$ cat src/rtl/dcache_ctrl_if.sv
// Pipeline (MA stage) and main-memory signals of the data cache, bundled as one bus.
// The slave view is the cache controller; the master view is the pipeline plus memory.
interface dcache_ctrl_if #(
  parameter int DATA_SIZE = 32,
  parameter int ADDR_SIZE = 32
);
  logic                   req;
  logic                   we;
  logic [ADDR_SIZE-1:0]   addr;
  logic [DATA_SIZE-1:0]   wdata;
  logic [DATA_SIZE/8-1:0] be;
  logic                   flush;
  logic                   ready;
  logic [DATA_SIZE-1:0]   rdata;
  logic                   mem_req;
  logic                   mem_we;
  logic [ADDR_SIZE-1:0]   mem_addr;
  logic [DATA_SIZE-1:0]   mem_wdata;
  logic [DATA_SIZE/8-1:0] mem_be;
  logic                   mem_ack;
  logic [DATA_SIZE-1:0]   mem_rdata;

  modport slave (
    input  req, we, addr, wdata, be, flush, mem_ack, mem_rdata,
    output ready, rdata, mem_req, mem_we, mem_addr, mem_wdata, mem_be
  );

  modport master (
    output req, we, addr, wdata, be, flush, mem_ack, mem_rdata,
    input  ready, rdata, mem_req, mem_we, mem_addr, mem_wdata, mem_be
  );
endinterface

$ cat src/rtl/dcache_ctrl.sv
// Direct-mapped, write-through, no-write-allocate data cache for the MA stage.
// Loads hit in zero cycles; misses refill a whole line word by word over a req/ack port.
//
// state      | meaning
// IDLE       | serving hits, launching refills/stores, flushing
// REFILL     | fetching line words from memory, one per ack
// STORE      | writing one word through to memory
// STORE_DONE | one-cycle ready pulse so the held store is not reissued
module dcache_ctrl #(
  parameter int DATA_SIZE  = 32,
  parameter int ADDR_SIZE  = 32,
  parameter int NUM_LINES  = 16,
  parameter int LINE_WORDS = 4
) (
  input logic          i_clk,
  input logic          i_rst,
  dcache_ctrl_if.slave bus
);
  localparam int WB    = $clog2(LINE_WORDS);
  localparam int IB    = $clog2(NUM_LINES);
  localparam int TAG_W = ADDR_SIZE - 2 - WB - IB;
  localparam int NB    = DATA_SIZE / 8;
  localparam logic [WB-1:0] LAST = WB'(LINE_WORDS - 1);

  typedef enum logic [1:0] {IDLE, REFILL, STORE, STORE_DONE} state_t;

  state_t                 state;
  logic [NUM_LINES-1:0]   valid;
  logic [TAG_W-1:0]       tags [NUM_LINES];
  logic [DATA_SIZE-1:0]   data_mem [NUM_LINES*LINE_WORDS];
  logic [WB-1:0]          cnt;
  logic                   flush_pend;
  logic                   mem_req_q, mem_we_q;
  logic [ADDR_SIZE-1:0]   mem_addr_q;
  logic [DATA_SIZE-1:0]   mem_wdata_q;
  logic [NB-1:0]          mem_be_q;

  logic [WB-1:0]          a_word;
  logic [IB-1:0]          a_idx;
  logic [TAG_W-1:0]       a_tag;
  logic                   hit;
  logic [DATA_SIZE-1:0]   rd_word;
  logic                   data_we;
  logic [IB+WB-1:0]       data_waddr;
  logic [DATA_SIZE-1:0]   data_wdata;

  assign a_word  = bus.addr[2 +: WB];
  assign a_idx   = bus.addr[2+WB +: IB];
  assign a_tag   = bus.addr[ADDR_SIZE-1 -: TAG_W];
  assign hit     = valid[a_idx] && (tags[a_idx] == a_tag);
  assign rd_word = data_mem[{a_idx, a_word}];

  always_comb begin
    bus.ready = 1'b0;
    bus.rdata = '0;
    case (state)
      IDLE: begin
        bus.ready = !bus.flush && !(bus.req && (bus.we || !hit));
        if (bus.req && !bus.we && hit && !bus.flush) bus.rdata = rd_word;
      end
      STORE_DONE: bus.ready = 1'b1;
      default:    bus.ready = 1'b0;
    endcase
  end

  // Refill words come straight from memory; store hits merge into the cached word per byte enable.
  always_comb begin
    data_we    = 1'b0;
    data_waddr = {a_idx, cnt};
    data_wdata = bus.mem_rdata;
    if (!i_rst && state == REFILL && bus.mem_ack) begin
      data_we = 1'b1;
    end else if (!i_rst && state == STORE && bus.mem_ack && hit) begin
      data_we    = 1'b1;
      data_waddr = {a_idx, a_word};
      for (int b = 0; b < NB; b++)
        data_wdata[8*b +: 8] = mem_be_q[b] ? mem_wdata_q[8*b +: 8] : rd_word[8*b +: 8];
    end
  end

  always_ff @(posedge i_clk) begin
    if (data_we) data_mem[data_waddr] <= data_wdata;
  end

  always_ff @(posedge i_clk) begin
    if (i_rst) begin
      state       <= IDLE;
      valid       <= '0;
      flush_pend  <= 1'b0;
      cnt         <= '0;
      mem_req_q   <= 1'b0;
      mem_we_q    <= 1'b0;
      mem_addr_q  <= '0;
      mem_wdata_q <= '0;
      mem_be_q    <= '0;
    end else begin
      case (state)
        IDLE: begin
          if (bus.flush) begin
            valid <= '0;
          end else if (bus.req && bus.we) begin
            state       <= STORE;
            mem_req_q   <= 1'b1;
            mem_we_q    <= 1'b1;
            mem_addr_q  <= {bus.addr[ADDR_SIZE-1:2], 2'b00};
            mem_wdata_q <= bus.wdata;
            mem_be_q    <= bus.be;
          end else if (bus.req && !hit) begin
            state      <= REFILL;
            mem_req_q  <= 1'b1;
            mem_we_q   <= 1'b0;
            mem_be_q   <= '1;
            mem_addr_q <= {bus.addr[ADDR_SIZE-1:2+WB], {(WB+2){1'b0}}};
            cnt        <= '0;
          end
        end
        REFILL: begin
          if (bus.flush) flush_pend <= 1'b1;
          if (bus.mem_ack) begin
            if (cnt == LAST) begin
              state       <= IDLE;
              mem_req_q   <= 1'b0;
              tags[a_idx] <= a_tag;
              // A flush seen during the refill discards the freshly filled line too.
              if (bus.flush || flush_pend) begin
                valid      <= '0;
                flush_pend <= 1'b0;
              end else begin
                valid[a_idx] <= 1'b1;
              end
            end else begin
              cnt        <= cnt + 1'b1;
              mem_addr_q <= mem_addr_q + ADDR_SIZE'(4);
            end
          end
        end
        STORE: begin
          if (bus.flush) flush_pend <= 1'b1;
          if (bus.mem_ack) begin
            state     <= STORE_DONE;
            mem_req_q <= 1'b0;
            mem_we_q  <= 1'b0;
          end
        end
        default: begin
          state <= IDLE;
          if (bus.flush || flush_pend) begin
            valid      <= '0;
            flush_pend <= 1'b0;
          end
        end
      endcase
    end
  end

  assign bus.mem_req   = mem_req_q;
  assign bus.mem_we    = mem_we_q;
  assign bus.mem_addr  = mem_addr_q;
  assign bus.mem_wdata = mem_wdata_q;
  assign bus.mem_be    = mem_be_q;
endmodule

$ cat src/flat_wrapper.sv
// flat-port wrapper written by rule: the top's interface ports become plain ports
module dcache_ctrl_flat 
#(
  parameter int DATA_SIZE  = 32,
  parameter int ADDR_SIZE  = 32,
  parameter int NUM_LINES  = 16,
  parameter int LINE_WORDS = 4
)
  (i_clk, i_rst, bus_req, bus_we, bus_addr, bus_wdata, bus_be, bus_flush, bus_mem_ack, bus_mem_rdata, bus_ready, bus_rdata, bus_mem_req, bus_mem_we, bus_mem_addr, bus_mem_wdata, bus_mem_be);
  dcache_ctrl_if #(.DATA_SIZE(DATA_SIZE), .ADDR_SIZE(ADDR_SIZE)) bus_i ();
  input logic i_clk;
  input logic i_rst;
  input wire logic [$bits(bus_i.req)-1:0] bus_req;
  input wire logic [$bits(bus_i.we)-1:0] bus_we;
  input wire logic [$bits(bus_i.addr)-1:0] bus_addr;
  input wire logic [$bits(bus_i.wdata)-1:0] bus_wdata;
  input wire logic [$bits(bus_i.be)-1:0] bus_be;
  input wire logic [$bits(bus_i.flush)-1:0] bus_flush;
  input wire logic [$bits(bus_i.mem_ack)-1:0] bus_mem_ack;
  input wire logic [$bits(bus_i.mem_rdata)-1:0] bus_mem_rdata;
  output wire logic [$bits(bus_i.ready)-1:0] bus_ready;
  output wire logic [$bits(bus_i.rdata)-1:0] bus_rdata;
  output wire logic [$bits(bus_i.mem_req)-1:0] bus_mem_req;
  output wire logic [$bits(bus_i.mem_we)-1:0] bus_mem_we;
  output wire logic [$bits(bus_i.mem_addr)-1:0] bus_mem_addr;
  output wire logic [$bits(bus_i.mem_wdata)-1:0] bus_mem_wdata;
  output wire logic [$bits(bus_i.mem_be)-1:0] bus_mem_be;
  assign bus_i.req = bus_req;
  assign bus_i.we = bus_we;
  assign bus_i.addr = bus_addr;
  assign bus_i.wdata = bus_wdata;
  assign bus_i.be = bus_be;
  assign bus_i.flush = bus_flush;
  assign bus_i.mem_ack = bus_mem_ack;
  assign bus_i.mem_rdata = bus_mem_rdata;
  assign bus_ready = bus_i.ready;
  assign bus_rdata = bus_i.rdata;
  assign bus_mem_req = bus_i.mem_req;
  assign bus_mem_we = bus_i.mem_we;
  assign bus_mem_addr = bus_i.mem_addr;
  assign bus_mem_wdata = bus_i.mem_wdata;
  assign bus_mem_be = bus_i.mem_be;
  dcache_ctrl #(.DATA_SIZE(DATA_SIZE), .ADDR_SIZE(ADDR_SIZE), .NUM_LINES(NUM_LINES), .LINE_WORDS(LINE_WORDS)) u_core (.i_clk(i_clk), .i_rst(i_rst), .bus(bus_i));
endmodule
$ cat config.mk
export PLATFORM = sky130hd
export DESIGN_NAME = dcache_ctrl_flat
export DESIGN_NICKNAME = d
export VERILOG_FILES = /design/src/rtl/dcache_ctrl_if.sv /design/src/rtl/dcache_ctrl.sv /design/src/flat_wrapper.sv
export SDC_FILE = /design/constraint.sdc
export NUM_CORES = 2
export LEC_CHECK = 0
export ABC_CLOCK_PERIOD_IN_PS = 8900
export CAP_MARGIN = 20
export CORE_UTILIZATION = 55
export DETAILED_ROUTE_END_ITERATION = 7
export HOLD_SLACK_MARGIN = 0.06
export PLACE_DENSITY = 0.73
export SYNTH_ARGS = -nofsm -noshare
export SYNTH_HDL_FRONTEND = slang
export SYNTH_SLANG_ARGS = --single-unit
$ cat constraint.sdc
create_clock -name i_clk -period 8.9 [get_ports i_clk]
set_input_delay 1.78 -clock i_clk [delete_from_list [all_inputs] [get_ports i_clk]]
set_output_delay 1.78 -clock i_clk [all_outputs]
set_load 0.005 [all_outputs]
==> impl_metrics.xml <==
<?xml version="1.0" encoding="UTF-8"?>
<metrics>
  <group name="synth">
    <metric name="synth_largest_area_cell" unit="">sky130_fd_sc_hd__edfxtp_1</metric>
    <metric name="netlist_top_cells_area" unit="">sky130_fd_sc_hd__edfxtp_1 (74%), sky130_fd_sc_hd__mux4_2 (14%), sky130_fd_sc_hd__dfxtp_1 (1.8%)</metric>
    <metric name="synth_enable_flop_cells" unit="">2432</metric>
    <metric name="synth.distinct_cells" unit="">62</metric>
    <metric name="syn_inst" unit="">4734</metric>
    <metric name="synth_seq_cells" unit="">2521</metric>
    <metric name="synth_seq_area_share" unit="">0.759</metric>
    <metric name="synth.most_common_cell" unit="">sky130_fd_sc_hd__edfxtp_1</metric>
    <metric name="syn-cell-area" unit="sq um">98500</metric>
    <metric name="flip_flop_cell_with_the_highest_count_after_synthesis" unit="">sky130_fd_sc_hd__edfxtp_1</metric>
    <metric name="synth.top_cells.by_count" unit="">sky130_fd_sc_hd__edfxtp_1 (2432), sky130_fd_sc_hd__mux4_2 (624), sky130_fd_sc_hd__nand2_1 (199), sky130_fd_sc_hd__mux2i_1 (175), sky130_fd_sc_hd__clkbuf_1 (149)</metric>
    <metric name="synthesis.area_per_instance" unit="sq um">20.8</metric>
    <metric name="synth_largest_type_area_fraction" unit="">0.741</metric>
    <metric name="synth-async-reset-ratio" unit="">0</metric>
    <metric name="yosysWarningCount" unit="">0</metric>
  </group>
  <group name="clock_network">
    <metric name="clkSinkCount" unit="">2521</metric>
    <metric name="clock_transition_at_the_registers_of_the_reported_paths" unit="ns">0.07</metric>
    <metric name="clock_latency" unit="ns">0.90</metric>
    <metric name="cts_repair_resize_count" unit="">0</metric>
    <metric name="cts_made_buffers" unit="">230</metric>
    <metric name="h_tree_lvls" unit="">4</metric>
    <metric name="clock_tree.buffer_depth" unit="">3</metric>
    <metric name="cts_hold_repair.buffers" unit="">0</metric>
    <metric name="post_cts.repair.setup_buffers" unit="">0</metric>
    <metric name="cts.root.buffer_cell" unit="">sky130_fd_sc_hd__clkbuf_16</metric>
    <metric name="tritoncts" unit="">yes</metric>
  </group>
  <group name="setup_path">
    <metric name="crit_start_category" unit="">input port</metric>
    <metric name="worst_path_max_delay_cell" unit="">sky130_fd_sc_hd__buf_6</metric>
    <metric name="most_used_cell_along_the_critical_path" unit="">sky130_fd_sc_hd__buf_4</metric>
    <metric name="required" unit="ns">7.12</metric>
    <metric name="path_cells" unit="">buf_6 &gt; buf_4 &gt; mux2i_1 &gt; a22oi_1 &gt; nand2_1 &gt; a22oi_1 &gt; o2111ai_1 &gt; a211o_1 &gt; nor4b_1 &gt; nand4_1 &gt; buf_4 &gt; nor2_1 &gt; buf_4 &gt; clkdlybuf4s50_1</metric>
    <metric name="timing.setup.critical_path_class" unit="">input port to output pin</metric>
    <metric name="arrival" unit="ns">6.16</metric>
    <metric name="reg2regPathDepth" unit="">10</metric>
    <metric name="kind_of_end_point_of_the_critical_path" unit="">output pin</metric>
    <metric name="max_stage_delay" unit="ns">0.64</metric>
    <metric name="crit_fanout" unit="">75</metric>
    <metric name="timing.reg2reg.setup_slack" unit="ns">3.66</metric>
  </group>
  <group name="timing">
    <metric name="grt_setup_unrepaired" unit="">no</metric>
    <metric name="fmax" unit="GHz">0.126</metric>
    <metric name="final.setup.tns" unit="ns">0</metric>
    <metric name="final_hold_viol_count" unit="">0</metric>
    <metric name="worst_slew_pin_slew" unit="ns">1.32</metric>
    <metric name="fin_crit" unit="ns">7.94</metric>
    <metric name="report.final.slew_viol_count" unit="">0</metric>
    <metric name="report.final.setup_viol" unit="">0</metric>
    <metric name="timing.clock.skew" unit="ns">0.0676</metric>
    <metric name="worst_path_setup_slack_after_routing" unit="ns">0.960</metric>
    <metric name="period_share" unit="">0.892</metric>
    <metric name="timing.max_slew.rel_slack" unit="">0.114</metric>
  </group>
  <group name="die">
    <metric name="floorplan.core_area" unit="sq um">177000</metric>
    <metric name="die_h" unit="microns">425</metric>
    <metric name="number_of_placement_rows" unit="">154</metric>
    <metric name="die_outline_width" unit="microns">425</metric>
    <metric name="die_area" unit="sq um">181000</metric>
    <metric name="floorplan.initialDensity" unit="">0.556</metric>
    <metric name="num_io_pins" unit="">209</metric>
  </group>
  <group name="global_route">
    <metric name="grt-ovfl-total" unit="">0</metric>
    <metric name="grt_pass1_vias" unit="">51417</metric>
    <metric name="globalRouteTotalUtil" unit="">0.300</metric>
    <metric name="antenna_violations_before_repair" unit="">7</metric>
    <metric name="maximum_number_of_pins_on_one_net_before_global_route_repair" unit="">76</metric>
    <metric name="grt_first_pass_wirelength" unit="microns">379000</metric>
  </group>
  <group name="layout">
    <metric name="layout.filler_cells" unit="">11468</metric>
    <metric name="drive_above_1_share" unit="">0.262</metric>
    <metric name="design_area" unit="sq um">113000</metric>
    <metric name="area_growth_syn_to_layout" unit="%">14.7</metric>
    <metric name="final_cell_count_no_fill" unit="">7730</metric>
    <metric name="fin_nets" unit="">5293</metric>
  </group>
  <group name="placement">
    <metric name="dp.final_hpwl" unit="microns">156000</metric>
    <metric name="globalplace.congestion" unit="">0.877</metric>
    <metric name="place_ws" unit="ns">0.997</metric>
    <metric name="placedCellCount" unit="">7276</metric>
    <metric name="placed_cell_area" unit="sq um">105000</metric>
    <metric name="placement.io_buffers" unit="">204</metric>
  </group>
  <group name="hold_path">
    <metric name="worst_hold_path.num_cells" unit="">2</metric>
    <metric name="hp-class" unit="">flop to flop</metric>
  </group>
  <group name="power">
    <metric name="p_switching" unit="mW">5.68</metric>
    <metric name="cellPowerDensity" unit="nW/um^2">221</metric>
    <metric name="vdd_drop_max" unit="mV">0.196</metric>
    <metric name="clkPwrFrac" unit="">0.399</metric>
    <metric name="p_int" unit="mW">19.3</metric>
    <metric name="power.share.combinational" unit="">0.074</metric>
    <metric name="power.share.switching" unit="">0.228</metric>
    <metric name="leakagePower" unit="nW">35.6</metric>
    <metric name="power.sequential.fraction" unit="">0.527</metric>
  </group>
  <group name="run_status">
    <metric name="outcome" unit="">complete, no violations</metric>
  </group>
  <group name="routing">
    <metric name="first_iter_violations" unit="">8413</metric>
    <metric name="drt-pass1-iter-count" unit="">6</metric>
    <metric name="via_per_inst" unit="">6.80</metric>
    <metric name="wire_per_inst" unit="microns">35.0</metric>
    <metric name="dr_total_vias" unit="">52578</metric>
    <metric name="drtAntennaViolNets" unit="">0</metric>
    <metric name="route.final.wire_length" unit="microns">271000</metric>
    <metric name="drcViolationCount" unit="">0</metric>
  </group>
  <group name="run">
    <metric name="max_cap_viol_count" unit="">0</metric>
  </group>
</metrics>
-- worst paths after layout --
check,from,to
worst min register to register,u_core.valid[14]$_SDFFE_PP0P_,u_core.valid[14]$_SDFFE_PP0P_
worst min-delay path,u_core.valid[14]$_SDFFE_PP0P_,u_core.valid[14]$_SDFFE_PP0P_
worst max register to register,u_core.tags[10][12]$_DFFE_PP_,u_core.data_mem[33][18]$_DFFE_PP_
worst max-delay path,bus_addr[7],bus_rdata[12]
-- cell families after synthesis --
family,after synthesis,share of synthesized area
flops,2521,0.759
mux,846,0.166
simple gates,566,0.0273
compound gates,470,0.0315
buf+inv,298,0.0129
xor+xnor,26,0.00231
fa+ha+maj,6,0.000762
other cells,1,0.0000381
-- layer usage --
layer  GRT usage  vias up  share of wire
li1            -    20698              -
met1       0.412    27559           0.36
met2       0.472     3734           0.48
met3      0.0605      583           0.11
met4       0.127        4          0.048
met5           0        -       0.000081
-- worst max-delay path: cells and delay by family --
family                 cells  cell delay [ns]
multiplexers               1             0.12
AO/OA/AOI/OAI              4             1.15
buffers and inverters      5             2.11
AND/OR/NAND/NOR            4             0.87
-- state kept, by name, indices dropped and copies added (netlist names) --
signal and count:
u_core.bus.mem_wdata 32, u_core.data_mem 2048, u_core.bus.mem_be 4, u_core.bus.mem_req 1
u_core.valid 16, u_core.state 2, u_core.cnt 2, u_core.bus.mem_we 1
u_core.flush_pend 1, u_core.bus.mem_addr 30, u_core.tags 384
-- cell usage in the layout, fill, tap and decap left out, types with 13 or more instances in the layout --
cell	Yosys	routed
sky130_fd_sc_hd__nor3b_2	6	26
sky130_fd_sc_hd__nand2_1	199	199
sky130_fd_sc_hd__clkinv_2	0	52
sky130_fd_sc_hd__o211ai_1	26	26
sky130_fd_sc_hd__clkdlybuf4s50_1	0	197
sky130_fd_sc_hd__o221ai_1	16	16
sky130_fd_sc_hd__edfxtp_1	2432	2432
sky130_fd_sc_hd__mux2i_1	175	172
sky130_fd_sc_hd__buf_12	0	33
sky130_fd_sc_hd__dfxtp_1	89	89
sky130_fd_sc_hd__mux4_2	624	624
sky130_fd_sc_hd__clkbuf_16	0	230
sky130_fd_sc_hd__nor3_2	0	43
sky130_fd_sc_hd__clkbuf_1	149	35
sky130_fd_sc_hd__nor3_1	69	24
sky130_fd_sc_hd__mux2_2	47	47
sky130_fd_sc_hd__clkinv_1	0	56
sky130_fd_sc_hd__inv_1	20	20
sky130_fd_sc_hd__a211oi_1	17	17
sky130_fd_sc_hd__clkinvlp_4	0	14
sky130_fd_sc_hd__a22oi_1	104	104
sky130_fd_sc_hd__o21ai_0	86	86
sky130_fd_sc_hd__buf_4	11	253
sky130_fd_sc_hd__bufinv_16	0	23
sky130_fd_sc_hd__o22ai_1	21	21
sky130_fd_sc_hd__nand4_1	13	13
sky130_fd_sc_hd__a221oi_1	18	18
sky130_fd_sc_hd__nand3_1	31	31
sky130_fd_sc_hd__a22o_1	19	19
sky130_fd_sc_hd__nor2_1	134	127
sky130_fd_sc_hd__o31ai_1	16	16
sky130_fd_sc_hd__a21oi_1	107	107
sky130_fd_sc_hd__xnor2_1	16	16
sky130_fd_sc_hd__nor2b_1	26	26
-- per-stage QoR --
stage,total power [mW],util,hold slack (ns)
after CTS,25.0,0.637,0.469
final,24.9,0.638,0.468
after floorplan,14.4,-,0.431
after detailed placement,15.2,0.594,0.454
after global placement,15.2,0.593,0.442
after global routing,25.5,0.638,0.493
-- layout make-up --
type / count / area, sq um / share of cell area
flip-flops and latches: 2521 / 74800 / 0.662
multi-input cells: 1916 / 22900 / 0.203
clock buffers: 271 / 5970 / 0.0528
repair buffers: 491 / 4620 / 0.0409
well taps: 2340 / 2930 / 0.0259
clock inverters: 162 / 1670 / 0.0148
inverters: 21 / 78.8 / 0.000697
diodes: 8 / 20.0 / 0.000177
-- power by group through the flow --
stage               clock network [mW]  registers [mW]  logic (mW)
global placement                     0            13.4        1.76
floorplan                            0            13.4        1.05
finish                            9.94            13.1        1.85
CTS                               9.99            13.2        1.82
global route                      10.5            13.2        1.93
detailed placement                   0            13.4        1.80
Note: power is estimated with default switching activity, not from simulation.
